`config.mk`:
```
export PLATFORM = sky130hd
export DESIGN_NAME = neo_mem_arbiter
export DESIGN_NICKNAME = d
export VERILOG_FILES = /design/src/rtl/neo_pkg.sv /design/src/rtl/neo_rd_tag_pipe.sv /design/src/rtl/neo_mem_arbiter.sv
export SDC_FILE = /design/constraint.sdc
export NUM_CORES = 1
export LEC_CHECK = 0
export CAP_MARGIN = 20
export CORE_UTILIZATION = 38
export DETAILED_ROUTE_END_ITERATION = 10
export GPL_TIMING_DRIVEN = 0
export PLACE_DENSITY = 0.84
export SLEW_MARGIN = 25
export SYNTH_ARGS = -nofsm -noshare
export SYNTH_HDL_FRONTEND = slang
export SYNTH_HIERARCHICAL = 1
export SYNTH_SLANG_ARGS = --single-unit
```
`constraint.sdc`:
```
create_clock -name Clk -period 3.2 [get_ports Clk]
set_input_delay 0.48 -clock Clk [delete_from_list [all_inputs] [get_ports Clk]]
set_output_delay 0.48 -clock Clk [all_outputs]
set_load 0.1 [all_outputs]
```
`src/rtl/neo_pkg.sv`:
```
// Shared types for the sample-memory arbiter.
//   owner_t     : requester id (0 = host/loader, 1 = NEO engine)
//   arb_state_t : arbiter lock state
//   rd_tag_t    : read-return tag carried alongside the Memory read latency
package neo_pkg;

  localparam int unsigned NEO_N = 16;  // default sample word width
  localparam int unsigned NEO_M = 32;  // default memory depth

  typedef logic owner_t;

  typedef enum logic [1:0] {
    IDLE,
    OWN0,
    OWN1
  } arb_state_t;

  typedef struct packed {
    logic   valid;
    owner_t owner;
  } rd_tag_t;

endpackage

```
`src/rtl/neo_rd_tag_pipe.sv`:
```
// Latency-matched shift register of read tags.
// A tag entered on tag_in appears on tag_out DEPTH cycles later; DEPTH = 0
// is a combinational pass-through.
//   clk       : clock, rising edge
//   rst_n     : asynchronous active-low clear of every stage
//   tag_in    : tag of the read accepted this cycle
//   tag_out   : tag whose Memory data is on mem_rdata this cycle
//   any_valid : at least one read is still in flight inside the pipe
module neo_rd_tag_pipe
  import neo_pkg::*;
#(
  parameter int unsigned DEPTH = 1
) (
  input  logic    clk,
  input  logic    rst_n,
  input  rd_tag_t tag_in,
  output rd_tag_t tag_out,
  output logic    any_valid
);

  if (DEPTH == 0) begin : g_pass
    always_comb begin
      tag_out   = tag_in;
      any_valid = 1'b0;
    end
  end else begin : g_pipe
    rd_tag_t stage_q [DEPTH];
    rd_tag_t stage_d [DEPTH];

    always_comb begin
      stage_d[0] = tag_in;
      for (int unsigned i = 1; i < DEPTH; i++) begin
        stage_d[i] = stage_q[i-1];
      end
    end

    always_ff @(posedge clk or negedge rst_n) begin
      if (!rst_n) begin
        for (int unsigned i = 0; i < DEPTH; i++) begin
          stage_q[i] <= '0;
        end
      end else begin
        stage_q <= stage_d;
      end
    end

    always_comb begin
      tag_out   = stage_q[DEPTH-1];
      any_valid = 1'b0;
      for (int unsigned i = 0; i < DEPTH; i++) begin
        any_valid = any_valid | stage_q[i].valid;
      end
    end
  end

endmodule

```
`src/rtl/neo_mem_arbiter.sv`:
```
// Two-requester arbiter in front of the single sample Memory.
// Requester 0 is the host/loader, requester 1 the NEO engine. One access per
// cycle, round-robin on ties, optional burst lock bounded by LOCK_MAX, and
// read returns routed back to the issuing requester after RD_LAT cycles.
//   Clk, reset          : clock (rising edge), async active-low reset
//   reqX/weX/lockX      : request, write(1)/read(0), keep grant next cycle
//   addrX/wdataX        : word address and write data
//   gntX                : combinational grant; access taken when reqX & gntX
//   rvalidX, rdata_out  : read return for requester X, shared data bus
//   mem_*               : straight to Memory read/write ports
//   busy                : a read is in flight or a lock is held
module neo_mem_arbiter
  import neo_pkg::*;
#(
  parameter int unsigned N        = NEO_N,
  parameter int unsigned M        = NEO_M,
  parameter int unsigned RD_LAT   = 1,
  parameter int unsigned LOCK_MAX = 8
) (
  input  logic                   Clk,
  input  logic                   reset,
  input  logic                   req0,
  input  logic                   req1,
  input  logic                   we0,
  input  logic                   we1,
  input  logic                   lock0,
  input  logic                   lock1,
  input  logic [$clog2(M)-1:0]   addr0,
  input  logic [$clog2(M)-1:0]   addr1,
  input  logic signed [N-1:0]    wdata0,
  input  logic signed [N-1:0]    wdata1,
  output logic                   gnt0,
  output logic                   gnt1,
  output logic                   rvalid0,
  output logic                   rvalid1,
  output logic signed [N-1:0]    rdata_out,
  output logic [$clog2(M)-1:0]   mem_raddr,
  output logic [$clog2(M)-1:0]   mem_waddr,
  output logic signed [N-1:0]    mem_wdata,
  output logic                   mem_we,
  input  logic signed [N-1:0]    mem_rdata,
  output logic                   busy
);

  localparam int unsigned AW = $clog2(M);
  localparam int unsigned CW = $clog2(LOCK_MAX + 1);

  arb_state_t          state_q, state_d;
  owner_t              last_gnt_q, last_gnt_d;
  logic [CW-1:0]       lock_cnt_q, lock_cnt_d;
  logic [AW-1:0]       raddr_q, raddr_d;
  logic [AW-1:0]       waddr_q, waddr_d;
  logic signed [N-1:0] wdata_q, wdata_d;

  owner_t              sel;
  logic                acc;
  logic                sel_req;
  logic                sel_we;
  logic                sel_lock;
  logic [AW-1:0]       sel_addr;
  logic signed [N-1:0] sel_wdata;
  logic                do_wr;
  logic                do_rd;

  rd_tag_t             tag_in;
  rd_tag_t             tag_out;
  logic                pipe_busy;

  // Grant selection and the selected requester's access fields.
  always_comb begin
    gnt0 = 1'b0;
    gnt1 = 1'b0;
    unique case (state_q)
      OWN0: gnt0 = 1'b1;
      OWN1: gnt1 = 1'b1;
      default: begin
        if (req0 && req1) begin
          // Tie goes to whoever was not granted last.
          gnt0 = last_gnt_q;
          gnt1 = ~last_gnt_q;
        end else begin
          gnt0 = req0;
          gnt1 = req1;
        end
      end
    endcase
    if (!reset) begin
      gnt0 = 1'b0;
      gnt1 = 1'b0;
    end

    sel       = gnt1;
    sel_req   = sel ? req1   : req0;
    sel_we    = sel ? we1    : we0;
    sel_lock  = sel ? lock1  : lock0;
    sel_addr  = sel ? addr1  : addr0;
    sel_wdata = sel ? wdata1 : wdata0;
    acc       = (gnt0 & req0) | (gnt1 & req1);
    do_wr     = acc & sel_we;
    do_rd     = acc & ~sel_we;
  end

  // Memory port drive; address/data registers keep the last used value.
  always_comb begin
    mem_we    = do_wr;
    mem_waddr = do_wr ? sel_addr  : waddr_q;
    mem_wdata = do_wr ? sel_wdata : wdata_q;
    mem_raddr = do_rd ? sel_addr  : raddr_q;
    waddr_d   = mem_waddr;
    wdata_d   = mem_wdata;
    raddr_d   = mem_raddr;

    tag_in.valid = do_rd;
    tag_in.owner = sel;
  end

  // Lock FSM and round-robin history.
  always_comb begin
    state_d    = state_q;
    lock_cnt_d = lock_cnt_q;
    last_gnt_d = acc ? sel : last_gnt_q;
    unique case (state_q)
      IDLE: begin
        if (acc && sel_lock) begin
          state_d    = sel ? OWN1 : OWN0;
          lock_cnt_d = '0;
        end
      end
      default: begin
        // In a locked state sel is always the owner, so sel_req/sel_lock
        // describe the owner even when it is not accessing.
        lock_cnt_d = lock_cnt_q + CW'(1);
        if (!sel_req || (acc && !sel_lock) || (lock_cnt_d == CW'(LOCK_MAX))) begin
          state_d = IDLE;
        end
      end
    endcase
  end

  always_ff @(posedge Clk or negedge reset) begin
    if (!reset) begin
      state_q    <= IDLE;
      last_gnt_q <= 1'b1;
      lock_cnt_q <= '0;
      raddr_q    <= '0;
      waddr_q    <= '0;
      wdata_q    <= '0;
    end else begin
      state_q    <= state_d;
      last_gnt_q <= last_gnt_d;
      lock_cnt_q <= lock_cnt_d;
      raddr_q    <= raddr_d;
      waddr_q    <= waddr_d;
      wdata_q    <= wdata_d;
    end
  end

  neo_rd_tag_pipe #(
    .DEPTH(RD_LAT)
  ) u_tag_pipe (
    .clk       (Clk),
    .rst_n     (reset),
    .tag_in    (tag_in),
    .tag_out   (tag_out),
    .any_valid (pipe_busy)
  );

  always_comb begin
    rvalid0   = tag_out.valid & ~tag_out.owner;
    rvalid1   = tag_out.valid &  tag_out.owner;
    rdata_out = mem_rdata;
    busy      = pipe_busy | (state_q != IDLE);
  end

endmodule

```
# Yosys cells after proc, flatten, opt, wreduce, memory -nomap -nowiden
# Index checks and enable logic that the tools add are counted.
[totals] regBits=35 inputBits=66 out_inout_bits=48
[classes] add_sub_neg=1 eq_ne=4 n_mux=20 bitwise_logic=11 reduce_logical=11
[ops] cell="$mux 16" n=2
[ops] cell="$mux 5" n=3
[ops] cell="$mux 2" n=4
[ops] cell="$mux 4" n=2
[ops] cell="$mux 1" n=7
[ops] cell="$and 1x1->1" n=6
[ops] cell="$add 4x1->4 const B" n=1
[ops] cell="$eq 4x4->1 const B" n=1
[ops] cell="$pmux 1 s2" n=2
[ops] cell="$reduce_bool 2->1" n=2
[ops] cell="$logic_and 1x1->1" n=3
[ops] cell="$not 1->1" n=3
[ops] cell="$eq 2x1->1 const B" n=1
[ops] cell="$eq 2x2->1 const B" n=1
[ops] cell="$logic_not 1->1" n=2
[ops] cell="$logic_not 2->1" n=1
[ops] cell="$logic_or 1x1->1" n=2
[ops] cell="$ne 2x2->1 const B" n=1
[ops] cell="$or 1x1->1" n=2
[ops] cell="$reduce_and 2->1" n=1

# Logic depth before layout (Yosys ltp)
# Gate-level depths: netlist of the first run.
[logic_depth] depth_word=11 depth_mapped=10

# By module
# The synthesis of the first run kept the hierarchy.
[by_module_without_submodules] module="neo_mem_arbiter" instances=1 cells_per_inst=195 area_each_um2=1860.5
[by_module_without_submodules] module="neo_rd_tag_pipe" instances=1 cells_per_inst=3 area_each_um2=57.6

# Least setup slack after synthesis of the first run
# Ideal clock, no wire load.
[synth_timing] kind="reg2out" from="reg state_q[0]" to="out mem_waddr[0]" t_arrival_ns=3.544 required_time_ns=2.720 setup_slack_ns=-0.824 stages_incl_launch_ff=9 path_buffers=1 cell_sequence="dfrtp_1 inv_1 ha_1 or3b_1 and4_1 a31oi_1 buf_4 inv_2 a21oi_1"
[synth_via] elab_chain_cells=7 word_cells_on_any_way=13 classes_between="eq/ne: 2; mux: 7; bitwise: 4"
[synth_lines] item="from (decl)" line_no="neo_mem_arbiter.sv:48" source="arb_state_t state_q, state_d;"
[synth_lines] item="from (signal assigned)" line_no="neo_mem_arbiter.sv:149" source="state_q <= state_d;"
[synth_lines] item="$eq 2x2->1 / $eq 2x1->1 (equally long branches)" line_no="neo_mem_arbiter.sv:73" source="unique case (state_q)"
[synth_lines] item="$pmux 1 s2" line_no="neo_mem_arbiter.sv:73"
[synth_lines] item="$mux 1" line_no="neo_mem_arbiter.sv:87" source="if (!reset) begin"
[synth_lines] item="$and 1x1->1" line_no="neo_mem_arbiter.sv:98" source="acc = (gnt0 & req0) | (gnt1 & req1);"
[synth_lines] item="$or 1x1->1" line_no="neo_mem_arbiter.sv:98"
[synth_lines] item="$and 1x1->1 *" line_no="neo_mem_arbiter.sv:99" source="do_wr = acc & sel_we;"
[synth_lines] item="net mem_we" line_no="neo_mem_arbiter.sv:40" source="output logic mem_we,"
[synth_lines] item="$mux 5 *" line_no="neo_mem_arbiter.sv:106" source="mem_waddr = do_wr ? sel_addr : waddr_q;"
[synth_lines] item="to (decl)" line_no="neo_mem_arbiter.sv:38" source="output logic [$clog2(M)-1:0] mem_waddr,"
# The timed path passes the listed nets; every way through them passes the cells marked *.

# Worst setup path after layout of the first run
[layout_timing] from="reg state_q[1]" to="out mem_raddr[0]"
[layout_via] elab_chain_cells=7 word_cells_on_any_way=14 classes_between="eq/ne: 2; mux: 7; bitwise: 5"
[layout_lines] item="$eq 2x2->1 / $eq 2x1->1 (equally long branches)" line_no="neo_mem_arbiter.sv:73"
[layout_lines] item="$pmux 1 s2" line_no="neo_mem_arbiter.sv:73"
[layout_lines] item="$mux 1" line_no="neo_mem_arbiter.sv:87"
[layout_lines] item="$and 1x1->1 / $mux 1 (equally long branches)" line_no="neo_mem_arbiter.sv:98, neo_mem_arbiter.sv:94"
[layout_lines] item="$or 1x1->1 / $not 1->1 (equally long branches)" line_no="neo_mem_arbiter.sv:98, neo_mem_arbiter.sv:100"
[layout_lines] item="$and 1x1->1 *" line_no="neo_mem_arbiter.sv:100" source="do_rd = acc & ~sel_we;"
[layout_lines] item="net do_rd" line_no="neo_mem_arbiter.sv:63" source="logic do_rd;"
[layout_lines] item="$mux 5 *" line_no="neo_mem_arbiter.sv:108" source="mem_raddr = do_rd ? sel_addr : raddr_q;"
[layout_lines] item="to (decl)" line_no="neo_mem_arbiter.sv:37" source="output logic [$clog2(M)-1:0] mem_raddr,"
# Marked as above.

==> results by group, run 1 <==
Outcome
  – Result of the run: completed

Synthesis
  – Number of synthesized register bits: 35
  – Share of the yosys chip area belonging to registers: 0.457
  – Post-synth top flop: sky130_fd_sc_hd__dfrtp_1
  – Number of nets produced by synthesis: 268
  – Post-synth EDFFs: 0
  – Biggest area contributors in the synthesized netlist: sky130_fd_sc_hd__dfrtp_1 44%, sky130_fd_sc_hd__mux2i_1 12%, sky130_fd_sc_hd__buf_4 7.8%
  – Per-instance average area after synthesis: 9.69 um2
  – Area fraction of the dominant cell type after synthesis: 0.444
  – Ys Warns: 6
  – Gate count of the mapped netlist: 198
  – Synth async-reset ratio: 1.00
  – Area leader, netlist: sky130_fd_sc_hd__dfrtp_1
  – Post-synth cell types: 35
  – Netlist Area Pre-Place: 0.00192 mm2

Timing
  – Final setup violation count: 0
  – Worst slew pin tran: 976 ps
  – Final Hold Fails: 0
  – Worst-case hold slack: 190 ps
  – Clock tree skew after final layout: 3.43 ps
  – Ratio of final minimum period to clock period: 0.960
  – Final Worst Setup Slack: 127 ps
  – Slew Viols, Final: 0
  – Crit path time final: 3070 ps
  – Achievable clock frequency: 0.325 GHz
  – RSZ-0062 raised after global routing: yes
  – Max-slew headroom at the worst pin: 0.347

Critical path
  – Critical path capture point type: output port
  – Type of the worst setup path: flop to output port
  – Crit-path max FO: 10
  – Arrival time at the worst endpoint: 2590 ps
  – Critical path data required time: 2720 ps
  – Worst reg2reg startpoint: state_q[1]
  – CP Launch Type: flop
  – Critical path origin: state_q[1]

Finish
  – Post-route cell area: 0.00340 mm2
  – Ratio of cells with drive above 1 in the final layout: 0.339
  – Area growth from synthesis to layout: 77.2%
  – Commonest non-fill, non-tap cell in the layout: sky130_fd_sc_hd__clkdlybuf4s50_1
  – Fillers: 378
  – Most frequent cells in the layout: 66 x sky130_fd_sc_hd__clkdlybuf4s50_1, 34 x sky130_fd_sc_hd__dfrtp_1, 26 x sky130_fd_sc_hd__nand2_1, 26 x sky130_fd_sc_hd__buf_4, 22 x sky130_fd_sc_hd__buf_6
  – Post-layout nets: 379
  – Ant. Diodes: 0

GRT
  – Global-route wire length before repair: 8.34 mm
  – Grt total ovfl: 0
  – Largest net degree at the start of global routing: 23
  – Total Routing Usage GR: 0.203
  – Antenna violations before repair: 0
  – Number of global-route vias before repair: 1795

Die
  – Initial standard-cell utilization of the core: 0.401
  – Boundary pin count: 114
  – Overall die area: 0.00534 mm2
  – Die Ht: 73.0 um
  – Chip Width: 73.0 um
  – Total core area: 0.00479 mm2
  – Site Rows: 25

Drt
  – Remaining design rule violation count: 0
  – Count of nets left with antenna violations after detail routing: 0
  – Pre-Repair DR Iteration Count: 4
  – Vias per Instance: 4.84
  – Wirelength per Cell: 13.9 um
  – Initial detailed-routing violation count: 81
  – Total wire length after detailed routing: 5.25 mm
  – Vias: 1824

CTS
  – Count of clock tree sinks: 35
  – # hold bufs at CTS: 0
  – Master cell of the clock root buffer: sky130_fd_sc_hd__clkbuf_8
  – Number of clock buffers inserted by TritonCTS: 5
  – Clock tree from TritonCTS: done
  – H-tree depth reported by CTS: 2
  – Worst-case clock buffer depth: 2
  – Insertion delay of the later-clocked pin in the worst-skew pair: 280 ps
  – Clock-pin transition on the worst setup and hold timing paths: 70 ps

Placement
  – Hpwl dp: 3.87 mm
  – Pre-CTS setup slack: -1330 ps
  – # port buffers: 97
  – Final Wtd Congestion: 0.834
  – Placed Instance Area: 0.00314 mm2

Job
  – # Max-Cap Violations: 0

Hold path
  – Min-delay worst type: input port to asynchronous set/reset pin
## cell type report
class / instances / area, um2 / share of cell area
timing repair buffer: 105 / 1090 / 0.320
multi-input combinational: 130 / 1050 / 0.309
sequential: 35 / 877 / 0.258
buffer: 25 / 191 / 0.0563
tap: 67 / 83.8 / 0.0247
clock buffer: 7 / 76.3 / 0.0225
inverter: 7 / 26.3 / 0.00773
clock inverter: 1 / 5.00 / 0.00147
## metal layers
layer	wire length [um]	up-vias	track usage
met2	2770	74	0.347
met1	2040	863	0.240
li1	-	881	-
met5	0	-	0
met3	399	6	0.0691
met4	42	0	0.0632
## path summary, 6_finish.rpt
check / to / depth (start not counted) / slack [ps]
setup reg to reg: raddr_q[0] / 9 / 950
hold / removal: lock_cnt_q[2] / 1 / 190
max in group asynchronous: wdata_q[1] / 2 / 2500
min in group Clk: wdata_q[1] / 2 / 470
setup / recovery: mem_raddr[0] / 10 / 130
hold reg to reg: wdata_q[1] / 2 / 470
## synth_stat cells (2+ instances only)
library cell and number:
sky130_fd_sc_hd__buf_2 2, sky130_fd_sc_hd__o21ai_0 2, sky130_fd_sc_hd__dfrtp_1 34, sky130_fd_sc_hd__nand3_1 4, sky130_fd_sc_hd__a31oi_1 2, sky130_fd_sc_hd__a21oi_1 12, sky130_fd_sc_hd__nand4_1 2, sky130_fd_sc_hd__nand2b_1 3
sky130_fd_sc_hd__o21ai_1 20, sky130_fd_sc_hd__and2_1 3, sky130_fd_sc_hd__clkbuf_1 3, sky130_fd_sc_hd__buf_4 20, sky130_fd_sc_hd__nand2_1 26, sky130_fd_sc_hd__inv_1 5, sky130_fd_sc_hd__inv_2 2, sky130_fd_sc_hd__mux2i_1 23
sky130_fd_sc_hd__ha_1 4, sky130_fd_sc_hd__nor2_1 9, sky130_fd_sc_hd__nor2b_1 6
## metrics by stage
step | setup TNS (ps) | std cells | utilization
6_report | 0 | 377 | 0.710
5_1_grt | -6.23 | 377 | 0.710
4_1_cts | 0 | 376 | 0.689
3_5_place_dp | -27960 | 363 | 0.656
3_3_place_gp | -84250 | 362 | 0.652
2_1_floorplan | -1750 | 198 | -
## what timing repair did
action	CTS	global route
endpoints found under the setup margin	28	26
resized for setup	191	27
pin swaps	2	3
gates cloned	0	1
setup buffers	5	1
## registers in the layout, indices dropped and copies added (netlist names)
name / flops
last_gnt_q: 1
lock_cnt_q: 4
raddr_q: 5
state_q: 2
u_tag_pipe/any_valid: 1
u_tag_pipe/tag_out: 1
waddr_q: 5
wdata_q: 16
## critical path, cell delays in order (launching register included)
cell,delay (ps)
sky130_fd_sc_hd__dfrtp_1,400
sky130_fd_sc_hd__inv_2,100
sky130_fd_sc_hd__ha_4,240
sky130_fd_sc_hd__or3b_1,380
sky130_fd_sc_hd__nand4_1,160
sky130_fd_sc_hd__nor2_1,60
sky130_fd_sc_hd__mux2_2,280
sky130_fd_sc_hd__clkbuf_4,240
sky130_fd_sc_hd__nor2_1,210
sky130_fd_sc_hd__a21oi_4,60
sky130_fd_sc_hd__buf_8,180
## cell families (layout without fill, tap and decap cells)
group | count (synthesis) | after routing | synth area share
simple gates | 59 | 59 | 0.151
compound gates | 41 | 41 | 0.126
flops | 35 | 35 | 0.457
buf+inv | 33 | 145 | 0.105
mux | 24 | 24 | 0.126
fa+ha+maj | 4 | 4 | 0.0261
xor+xnor | 2 | 2 | 0.00913
Power of run 1 is not shown: default switching activity piles up to over one toggle a cycle in this logic, so the estimate is an artifact.
==> inputs of run 2 (changes only) <==
--- a/config.mk
+++ b/config.mk
@@ -5,13 +5,11 @@
 export SDC_FILE = /design/constraint.sdc
 export NUM_CORES = 1
 export LEC_CHECK = 0
-export CAP_MARGIN = 20
-export CORE_UTILIZATION = 38
+export CORE_UTILIZATION = 41
 export DETAILED_ROUTE_END_ITERATION = 10
 export GPL_TIMING_DRIVEN = 0
-export PLACE_DENSITY = 0.84
+export PLACE_DENSITY = 0.9
 export SLEW_MARGIN = 25
 export SYNTH_ARGS = -nofsm -noshare
 export SYNTH_HDL_FRONTEND = slang
-export SYNTH_HIERARCHICAL = 1
 export SYNTH_SLANG_ARGS = --single-unit
==> constraint.sdc (replaced) <==
create_clock -name Clk -period 4 [get_ports Clk]
set_input_delay 0.6 -clock Clk [delete_from_list [all_inputs] [get_ports Clk]]
set_output_delay 0.6 -clock Clk [all_outputs]
set_load 0.1 [all_outputs]
==> results by group, run 2 <==
Critical path
  – Chain of cells forming the critical path: clkdlybuf4s50_1 > and2_4 > o31ai_4 > nand2_4 > mux2_2 > clkbuf_1 > a21oi_1 > clkdlybuf4s15_2 (was inv_2 > ha_4 > or3b_1 > nand4_1 > nor2_1 > mux2_2 > clkbuf_4 > nor2_1 > a21oi_4 > buf_8)
  – Type of the worst setup path: input port to output port (was flop to output port)
  – Highest-delay cell along the critical path: sky130_fd_sc_hd__clkdlybuf4s15_2 (was sky130_fd_sc_hd__dfrtp_1)
  – Arrival time at the worst endpoint: 3170 ps (was 2590 ps)
  – CP Launch Type: input port (was flop)
  – Critical path capture point type: output port (unchanged)
  – Worst path max stage delay: 590 ps (was 400 ps)
  – Worst r2r path cells: 10 (was 9)
  – Worst path top cell family by delay: buffers and inverters (was simple AND/OR/NAND/NOR gates)
  – Critical path data required time: 3400 ps (was 2720 ps)
  – Worst reg2reg startpoint: state_q[0] (was state_q[1])
  – Sum of buffers and inverters on the critical path: 3 (unchanged)
  – Worst R2R Setup Slack: 1530 ps (was 950 ps)
  – Worst R2R End: wdata_q[2] (was raddr_q[0])
  – Crit-path max FO: 10 (unchanged)

CTS
  – Insertion delay of the later-clocked pin in the worst-skew pair: 280 ps (about the same)
  – Count of clock tree sinks: 35 (unchanged)
  – Worst-case clock buffer depth: 2 (unchanged)
  – Clock tree from TritonCTS: done (unchanged)
  – Buffer count from post-CTS setup fixing: 0 (was 5)
  – Master cell of the clock root buffer: sky130_fd_sc_hd__clkbuf_8 (unchanged)
  – H-tree depth reported by CTS: 2 (unchanged)
  – Number of clock buffers inserted by TritonCTS: 5 (unchanged)
  – Clock-pin transition on the worst setup and hold timing paths: 70 ps (about the same)

Timing
  – Final Hold Fails: 0 (unchanged)
  – Max-slew headroom at the worst pin: 0.347 (about the same)
  – Crit path time final: 3770 ps
  – Achievable clock frequency: 0.265 GHz
  – Worst slew pin tran: 977 ps (was 976 ps)
  – Ratio of final minimum period to clock period: 0.943
  – Clock tree skew after final layout: 3.75 ps (was 3.43 ps)
  – Setup_tns: 0 ps (unchanged)
  – Slew Viols, Final: 0 (unchanged)
  – RSZ-0062 raised after global routing: no (was yes)
  – Final setup violation count: 0 (unchanged)

Die
  – Overall die area: 0.00497 mm2 (was 0.00534 mm2)
  – Site Rows: 24 (was 25)
  – Die Ht: 70.5 um (was 73.0 um)
  – Chip Width: 70.5 um (was 73.0 um)
  – Total core area: 0.00444 mm2 (was 0.00479 mm2)
  – Boundary pin count: 114 (unchanged)
  – Initial standard-cell utilization of the core: 0.433 (was 0.401)

GRT
  – Number of global-route vias before repair: 1753 (was 1795)
  – Largest net degree at the start of global routing: 20 (was 23)
  – Antenna violations before repair: 0 (unchanged)
  – Grt total ovfl: 0 (unchanged)
  – Total Routing Usage GR: 0.211 (was 0.203)
  – Global-route wire length before repair: 8.22 mm (was 8.34 mm)

Finish
  – Commonest non-fill, non-tap cell in the layout: sky130_fd_sc_hd__clkdlybuf4s50_1 (unchanged)
  – Post-route cell area: 0.00296 mm2 (was 0.00340 mm2)
  – Register with the most flip-flops: wdata_q (unchanged)
  – Number of flip-flops in the largest register: 16 (unchanged)
  – Fillers: 389 (was 378)
  – Ratio of cells with drive above 1 in the final layout: 0.215 (was 0.339)
  – Share of the core filled with cells in the final layout: 0.666 (was 0.710)
  – Post-layout nets: 371 (was 379)
  – Largest regs: wdata_q x16, raddr_q x5, waddr_q x5 (unchanged)
  – Most frequent cells in the layout: 69 x sky130_fd_sc_hd__clkdlybuf4s50_1, 34 x sky130_fd_sc_hd__dfrtp_1, 27 x sky130_fd_sc_hd__nand2_1, 27 x sky130_fd_sc_hd__buf_2, 23 x sky130_fd_sc_hd__mux2i_1 (was 66 x sky130_fd_sc_hd__clkdlybuf4s50_1, 34 x sky130_fd_sc_hd__dfrtp_1, 26 x sky130_fd_sc_hd__nand2_1, 26 x sky130_fd_sc_hd__buf_4, 22 x sky130_fd_sc_hd__buf_6)
  – Ant. Diodes: 0 (unchanged)
  – Area growth from synthesis to layout: 54.0% (was 77.2%)

Drt
  – Vias: 1785 (was 1824)
  – Met3 Routed Length: 228 um (was 399 um)
  – Met1 wire length: 2.03 mm (was 2.04 mm)
  – Total wire length after detailed routing: 4.91 mm (was 5.25 mm)
  – Wirelength per Cell: 13.9 um (about the same)
  – Remaining design rule violation count: 15 (was 0)
  – Top routing layer used: met4 (unchanged)
  – Count of nets left with antenna violations after detail routing: 0 (unchanged)
  – Pre-Repair DR Iteration Count: 7 (was 4)
  – Initial detailed-routing violation count: 96 (was 81)
  – Vias per Instance: 5.04 (was 4.84)
  – Amount of wire on met2 after detailed routing: 2.61 mm (was 2.77 mm)

Placement
  – Hpwl dp: 3.78 mm (was 3.87 mm)
  – # port buffers: 97 (unchanged)
  – Final Wtd Congestion: 0.812 (was 0.834)
  – Placed Instance Area: 0.00298 mm2 (was 0.00314 mm2)

Synthesis
  – Top cells by instance count after synthesis: 34 x sky130_fd_sc_hd__dfrtp_1, 27 x sky130_fd_sc_hd__nand2_1, 23 x sky130_fd_sc_hd__mux2i_1 (was 34 x sky130_fd_sc_hd__dfrtp_1, 26 x sky130_fd_sc_hd__nand2_1, 23 x sky130_fd_sc_hd__mux2i_1)
  – Gate count of the mapped netlist: 196 (was 198)
  – Share of the yosys chip area belonging to registers: 0.456 (was 0.457)
  – Netlist Area Pre-Place: 0.00192 mm2 (about the same)
  – Ys Warns: 0 (was 6)
  – Post-synth top flop: sky130_fd_sc_hd__dfrtp_1 (unchanged)
  – Number of synthesized register bits: 35 (unchanged)
  – Area leader, netlist: sky130_fd_sc_hd__dfrtp_1 (unchanged)
  – Biggest area contributors in the synthesized netlist: sky130_fd_sc_hd__dfrtp_1 44%, sky130_fd_sc_hd__mux2i_1 12%, sky130_fd_sc_hd__buf_4 6.6% (was sky130_fd_sc_hd__dfrtp_1 44%, sky130_fd_sc_hd__mux2i_1 12%, sky130_fd_sc_hd__buf_4 7.8%)
  – Per-instance average area after synthesis: 9.81 um2 (was 9.69 um2)
  – Library cell with the highest instance count after synthesis: sky130_fd_sc_hd__dfrtp_1 (unchanged)
  – Area fraction of the dominant cell type after synthesis: 0.442 (was 0.444)
  – Number of nets produced by synthesis: 266 (was 268)
  – Post-synth cell types: 38 (was 35)
  – Synth async-reset ratio: 1.00 (unchanged)
  – Post-synth EDFFs: 0 (unchanged)

Job
  – # Max-Cap Violations: 0 (unchanged)

Outcome
  – Failing checks: DRC
  – Result of the run: finished with violations (was completed)

Hold path
  – Min-delay worst type: input port to asynchronous set/reset pin (unchanged)
[run 2: worst max path at each step]
stage	cells after the start	slack [ps]	start	endpoint
after floorplan	8	-150	state_q[0]	mem_waddr[0]
after global placement	10	-1580	reset	mem_wdata[8]
after detailed placement	10	-460	req0	mem_wdata[5]
after CTS	10	110	req0	mem_wdata[2]
after global routing	8	7	reset	mem_we
final	8	230	req0	mem_raddr[4]
[run 2: final cells by class]
class	instances	area [um2]	share of cell area
Clock inverter	1	7.51	0.00253
Sequential cell	35	877	0.296
Timing Repair Buffer	98	870	0.294
Tap cell	52	65.1	0.0220
Clock buffer	7	96.3	0.0325
Buffer	25	175	0.0591
Multi-Input combinational cell	129	845	0.285
Inverter	7	26.3	0.00887
[run 2: repair_timing]
action | CTS | global route
hold endpoints to repair | 0 | 0
resized for setup | 79 | 51
pin swaps | 0 | 0
gates cloned | 0 | 0
setup endpoints to repair | 27 | 26
hold buffers | 0 | 0
[run 2: metrics by stage]
stage,cells,hold slack [ps],worst slack (ps)
CTS,354,276,111
global route,354,297,7.00
global placement,345,474,-1580
detailed placement,346,485,-456
floorplan,196,304,-155
finish,354,272,228
[run 2: worst register-to-register path, delay by kind of cell (launching register included)]
family	cells	cell delay [ps]
buffers and inverters	3	480
AO/OA/AOI/OAI	3	670
AND/OR/NAND/NOR	3	440
flip-flops	1	360
adder cells (fa/ha/maj)	1	420
[run 2: cell families after synthesis]
kind of cell	after synthesis	synth area share
AOI/OAI and AO/OA	42	0.133
DFF	35	0.456
adders and majority gates	4	0.0260
and+or+nand+nor	57	0.145
muxes	24	0.126
xor gates and xnor gates	2	0.00911
buffers and inverters	32	0.105
[run 2: per-layer routing]
layer  track usage  up-vias
li1              -      871
met1         0.254      849
met2         0.381       60
met3        0.0418        5
met4        0.0567        0
met5             0        -
Power of run 2 is left out for the same reason.
==> inputs of run 3 (changes only) <==
--- a/config.mk
+++ b/config.mk
@@ -5,7 +5,9 @@
 export SDC_FILE = /design/constraint.sdc
 export NUM_CORES = 1
 export LEC_CHECK = 0
+export CAP_MARGIN = 20
 export CORE_UTILIZATION = 41
+export CTS_CLUSTER_DIAMETER = 30
 export DETAILED_ROUTE_END_ITERATION = 10
 export GPL_TIMING_DRIVEN = 0
 export PLACE_DENSITY = 0.9
==> results of run 3 <==
Same layout as run 2: the final DEF is identical, and so are final timing and power.
Power of run 3 is left out for the same reason.
